--- src/rtl/irq_pkg.sv ---
// Shared definitions for the interrupt controller: register offsets (word
// index taken from address[3:2]), FSM state encodings, source indices and a
// helper that packs the CUR status word.
package irq_pkg;

    localparam int NSRC_DEFAULT = 3;

    // Source indices into irq_src / MASK / PEND
    localparam int SRC_TC0 = 0;
    localparam int SRC_TC1 = 1;
    localparam int SRC_EXT = 2;

    // Register map, address[3:2]
    localparam logic [1:0] REG_MASK = 2'd0;
    localparam logic [1:0] REG_PEND = 2'd1;
    localparam logic [1:0] REG_CUR  = 2'd2;
    localparam logic [1:0] REG_EOI  = 2'd3;

    // FSM state encodings
    localparam logic [1:0] ST_IDLE    = 2'd0;
    localparam logic [1:0] ST_REQ     = 2'd1;
    localparam logic [1:0] ST_SERVICE = 2'd2;

    // CUR register: {29'b0, active, id[1:0]}
    function automatic logic [31:0] cur_word(input logic active, input logic [1:0] id);
        return {29'b0, active, id};
    endfunction

endpackage

--- src/rtl/irq_prio_enc.sv ---
// Fixed-priority encoder: selects the lowest set bit of an NSRC-bit vector.
// Ports:
//   vec   - candidate vector (pending & enabled)
//   valid - at least one bit of vec is set
//   idx   - index of the lowest set bit (0 when vec is all zero)
module irq_prio_enc #(
    parameter int NSRC = 3
) (
    input  logic [NSRC-1:0] vec,
    output logic            valid,
    output logic [1:0]      idx
);

    always_comb begin
        valid = |vec;
        idx   = 2'd0;
        // Scan downwards so the lowest set index is the last one written.
        for (int i = NSRC - 1; i >= 0; i--) begin
            if (vec[i]) begin
                idx = 2'(i);
            end
        end
    end

endmodule

--- src/rtl/irq_ctrl.sv ---
// Interrupt controller for two timers and one external pin. Rising edges on
// irq_src set PEND bits; the lowest enabled pending source is presented to
// the CPU as irq_req/irq_id, acknowledged by irq_ack and closed by a write
// to EOI. No nesting: while a handler is in service, new edges only pend.
//
// Ports:
//   clk      - rising-edge system clock
//   reset    - asynchronous active-low reset
//   address  - word address [31:2]; only [3:2] decoded
//   WE       - register write strobe
//   dataIn   - write data
//   dataOut  - combinational read data of the selected register
//   irq_src  - level interrupt lines (0 = TC0, 1 = TC1, 2 = external)
//   irq_req  - interrupt request to the CPU (registered, state decode)
//   irq_id   - latched index of the requested / in-service source
//   irq_ack  - single-cycle CPU acknowledge (handler entry)
//
// state      | meaning
// -----------+-----------------------------------------------------------
// ST_IDLE    | no request outstanding; latch lowest PEND&MASK and go REQ
// ST_REQ     | irq_req high, id frozen; ack -> SERVICE, withdrawn -> IDLE
// ST_SERVICE | handler running, CUR.active = 1; EOI write -> IDLE
module irq_ctrl
    import irq_pkg::*;
#(
    parameter int NSRC = NSRC_DEFAULT
) (
    input  logic            clk,
    input  logic            reset,
    input  logic [31:2]     address,
    input  logic            WE,
    input  logic [31:0]     dataIn,
    output logic [31:0]     dataOut,
    input  logic [NSRC-1:0] irq_src,
    output logic            irq_req,
    output logic [1:0]      irq_id,
    input  logic            irq_ack
);

    logic [1:0]      state_q, state_d;
    logic [NSRC-1:0] mask_q,  mask_d;
    logic [NSRC-1:0] pend_q,  pend_d;
    logic [NSRC-1:0] src_q,   src_d;
    logic [1:0]      id_q,    id_d;

    logic [NSRC-1:0] src_rise;
    logic [NSRC-1:0] pend_en;
    logic            sel_valid;
    logic [1:0]      sel_idx;
    logic            id_live;
    logic            wr_mask, wr_pend, wr_eoi;

    // Address bits above [3:2] and write-data bits above the source field
    // carry no meaning for this block.
    logic unused_bits;
    assign unused_bits = ^{address[31:4], dataIn[31:NSRC]};

    assign wr_mask = WE && (address[3:2] == REG_MASK);
    assign wr_pend = WE && (address[3:2] == REG_PEND);
    assign wr_eoi  = WE && (address[3:2] == REG_EOI);

    assign src_rise = irq_src & ~src_q;
    assign pend_en  = pend_q & mask_q;
    assign id_live  = pend_en[id_q];

    irq_prio_enc #(
        .NSRC (NSRC)
    ) u_prio (
        .vec   (pend_en),
        .valid (sel_valid),
        .idx   (sel_idx)
    );

    always_comb begin
        src_d   = irq_src;
        mask_d  = wr_mask ? dataIn[NSRC-1:0] : mask_q;

        // Software clear first, then edge set so a same-cycle edge wins.
        pend_d  = pend_q;
        if (wr_pend) begin
            pend_d = pend_d & ~dataIn[NSRC-1:0];
        end
        pend_d  = pend_d | src_rise;

        state_d = state_q;
        id_d    = id_q;

        case (state_q)
            ST_IDLE: begin
                if (sel_valid) begin
                    id_d    = sel_idx;
                    state_d = ST_REQ;
                end
            end
            ST_REQ: begin
                if (irq_ack) begin
                    // Acknowledge clear overrides any edge set of the same bit.
                    pend_d[id_q] = 1'b0;
                    state_d      = ST_SERVICE;
                end else if (!id_live) begin
                    state_d = ST_IDLE;
                end
            end
            ST_SERVICE: begin
                if (wr_eoi) begin
                    state_d = ST_IDLE;
                end
            end
            default: begin
                state_d = ST_IDLE;
            end
        endcase
    end

    always_ff @(posedge clk or negedge reset) begin
        if (!reset) begin
            state_q <= ST_IDLE;
            mask_q  <= '0;
            pend_q  <= '0;
            src_q   <= '0;
            id_q    <= 2'd0;
        end else begin
            state_q <= state_d;
            mask_q  <= mask_d;
            pend_q  <= pend_d;
            src_q   <= src_d;
            id_q    <= id_d;
        end
    end

    assign irq_req = (state_q == ST_REQ);
    assign irq_id  = id_q;

    always_comb begin
        dataOut = 32'b0;
        case (address[3:2])
            REG_MASK: dataOut[NSRC-1:0] = mask_q;
            REG_PEND: dataOut[NSRC-1:0] = pend_q;
            REG_CUR:  dataOut = cur_word(state_q == ST_SERVICE, id_q);
            default:  dataOut = 32'b0;
        endcase
    end

endmodule

--- config.mk ---
export PLATFORM = sky130hd
export DESIGN_NAME = irq_ctrl
export DESIGN_NICKNAME = d
export VERILOG_FILES = /design/src/rtl/irq_pkg.sv /design/src/rtl/irq_prio_enc.sv /design/src/rtl/irq_ctrl.sv
export SDC_FILE = /design/constraint.sdc
export NUM_CORES = 1
export LEC_CHECK = 0
export CORE_MARGIN = 4
export CORE_UTILIZATION = 54
export DETAILED_ROUTE_END_ITERATION = 8
export DONT_BUFFER_PORTS = 1
export HOLD_SLACK_MARGIN = 0.06
export PLACE_DENSITY = 0.82
export SLEW_MARGIN = 40
export SYNTH_ARGS = -nofsm -noshare
export SYNTH_HDL_FRONTEND = slang
export SYNTH_SLANG_ARGS = --single-unit
export TNS_END_PERCENT = 20
--- constraint.sdc ---
create_clock -name clk -period 0.9 [get_ports clk]
set_clock_uncertainty 0.05 [all_clocks]
set_input_delay 0.27 -clock clk [delete_from_list [all_inputs] [get_ports clk]]
set_output_delay 0.27 -clock clk [all_outputs]
set_load 0.005 [all_outputs]
==> key figures <==
Timing
  – Worst slew margin: 60.19%
  – Max-slew violation count: 0
  – Final period utilization: 145.1%
  – Endpoints failing setup: 15
  – Hold_ws: -1.011 ps
  – Final hold violations: 4
  – RSZ-0062 raised after global routing: yes
  – Worst-margin pin slew: roughly 600 ps
  – TNS Setup: -3740 ps
  – Post-route minimum period: between 1000 and 1500 ps
  – Setup slack after layout: -405.8 ps
  – FMAX: 765.8 MHz

Finish
  – Final cell count without fillers: 131
  – Final nets: 185
  – Layout cells sized above 1: between 30% and 40%
  – # diodes: 0
  – Final core utilization: 69.16%
  – Layout area overhead: 18.66%
  – Post-layout instance area: 1066 sq um

Yosys
  – Synth area leaders: dfrtp_1 36%, buf_4 24%, mux2_1 3.8%
  – Mux contribution to synthesized area: 7.103%
  – Post-Syn Area: 898.4 sq um
  – Synth Instances: 91
  – Top-count cell post-synth: buf_4
  – Commonest register cell after synthesis: dfrtp_1
  – #FFs+latches synth: 13
  – XOR/XNOR Fraction of Synth Area: 0%
  – Syn. warnings: 0
  – Register area share after synthesis: 36.21%
  – Post-synth EDFFs: 0
  – Post-Synth Simple-Gate Area: around 17%
  – Async S/R FF share, synth: 100.0%
  – Unique masters post-synth: 28
  – Post-synth top cells: 29 x buf_4, 13 x dfrtp_1, 6 x a21oi_1, 4 x nand2b_1
  – Area share of the largest cell type after synthesis: 36.21%
  – Synth Area in Compound Gates: 12.67%
  – Main combinational cell family by area after synthesis: buffers and inverters
  – Syn_area_per_cell: around 9.9 sq um
  – Adder-cell share of the synthesized area: 0%
  – Cell taking the most area after synthesis: dfrtp_1

Placement
  – Port Buffers: 0
  – GP Congestion: 0.8400
  – DP Wirelength: 1387 microns
  – Post-placement cell count: 114
  – DP Area: between 800 and 900 sq um
  – Pre-CTS WS: -190.8 ps

Critical path
  – Crit path kind: register to output port
  – Critical path arrival: 990 ps
  – Crit-path slowest cell: dfrtp_1
  – Startpoint types: register
  – Crit Path Max Fanout: 2
  – Worst path required time: around 580 ps
  – CP cell instances: mux2i_1 > o22ai_2
  – Max stage delay on crit path: 390 ps
  – Worst setup EP type: output port

Clock network
  – Clk pin slew, worst setup/hold paths: ~80 ps
  – Cts hold-fix bufs: 4
  – Clock root buffer master: clkbuf_4
  – Clk_lat worst skew: 280 ps
  – CTS sink count: 13
  – CTS Buf Count: 3
  – Max Buffers Root-to-Sink: 2
  – Htree depth: 1
  – TritonCTS clock tree: built

Status
  – Failing checks: hold timing, setup timing
  – Status: finished, violations left

Pwr
  – P_leak: 0.5178 nW
  – Total Power: between 2 and 3 mW
  – VDD IR max: 1494 uV
  – Power per cell area: 2572 nW/um^2

Floorplan
  – Die ar.: 2380 sq um
  – Io pins: between 100 and 150
  – Row cnt: 14
  – CORE AREA: 1541 sq um
  – Starting density of the core: 58.28%
  – Die width: 48.79 microns
  – Die Y: 48.79 microns

Global routing
  – Number of global-route vias before repair: 717
  – Antenna violations before repair: 0
  – Grt ovf: 0
  – First-pass GRT wire length: about 3200 microns
  – GR Util All Layers: 17.16%
  – Pin count of the biggest net entering global routing: 14

Drt
  – Via density: 5.443
  – Routed vias: about 700
  – Residual DRC: 0
  – DRT antenna net count: 0
  – TritonRoute pass-1 iters: 4
  – Drt wl/cell: 16.43 microns
  – Total routed wirelength: between 2000 and 2500 microns
  – Initial drt markers: 16

Worst hold path
  – Hold WC Path Type: input port to asynchronous set/reset pin

Job
  – Max_cap viols: 0
where the power goes:
group          switching (mW)  leakage (nW)  internal [mW]
combinational           0.683         0.351          0.803
clock                   0.197        0.0150          0.172
sequential              0.130         0.152          0.756
final cells by class:
type                       instances  area [sq um]
timing repair buffer              22         192.7
sequential                        13         325.3
fill                             126         475.5
multi-input combinational         74         494.2
inverter                           2         7.507
tap                               16         20.02
clock buffer                       4         26.28
worst max-delay path, delay by kind of cell, from the launching register on:
family         cells  cell delay [ps]
multiplexers       1              190
AO/OA/AOI/OAI      1              130
flip-flops         1              390
final timing paths:
check	startpoint	endpoint	slack, ps	cells past startpoint
setup / recovery	pend_q[1]$_DFF_PN0_	dataOut[1]	-410	2
hold / removal	reset	src_q[0]$_DFF_PN0_	-1	1
setup reg to reg	pend_q[0]$_DFF_PN0_	irq_id[0]$_DFFE_PN0P_	-290	3
hold reg to reg	mask_q[0]$_DFFE_PN0P_	mask_q[0]$_DFFE_PN0P_	520	1
max in group asynchronous	reset	state_q[1]$_DFFE_PN0P_	410	1
min in group clk	dataIn[2]	mask_q[2]$_DFFE_PN0P_	70	1
flip-flops by register name (all words and copies together), names as in the netlist:
register  flops
mask_q        3
pend_q        3
src_q         3
irq_id        2
state_q       2
cells by family (layout without fill, tap and decap cells):
kind of cell	Yosys count	count (layout)
buffers and inverters	32	28
AND/OR/NAND/NOR	22	22
AO/OA/AOI/OAI	17	17
flip-flops	13	13
multiplexers	6	6
other	1	29
routing by layer:
layer,vias to the layer above,track usage [%],routed length (microns)
li1,312,-,-
met1,340,19.39,760
met2,57,28.91,1074
met3,4,6.422,293
met4,0,6.726,23
met5,-,0,0
layout by cell type (no fill, tap or decap), drive strengths merged, types with 2 or more instances in the layout:
cell type / Yosys / final
nor2b: 3 / 3
o22ai: 3 / 3
mux2i: 3 / 3
a21oi: 6 / 6
conb: 1 / 29
nor2: 3 / 3
dlygate4sd3: 0 / 3
nand2: 2 / 2
mux2: 3 / 3
nand2b: 4 / 4
inv: 2 / 2
buf: 30 / 18
nand4b: 3 / 3
clkbuf: 0 / 4
and4b: 2 / 2
dfrtp: 13 / 13
timing repair:
item,4_1_cts,5_1_grt
setup endpoints to repair,14,28
setup buffers,7,2
endpoints found under the hold margin,16,13
pin swaps,4,3
resized for setup,9,8
Note: power is estimated with default switching activity, not from simulation.
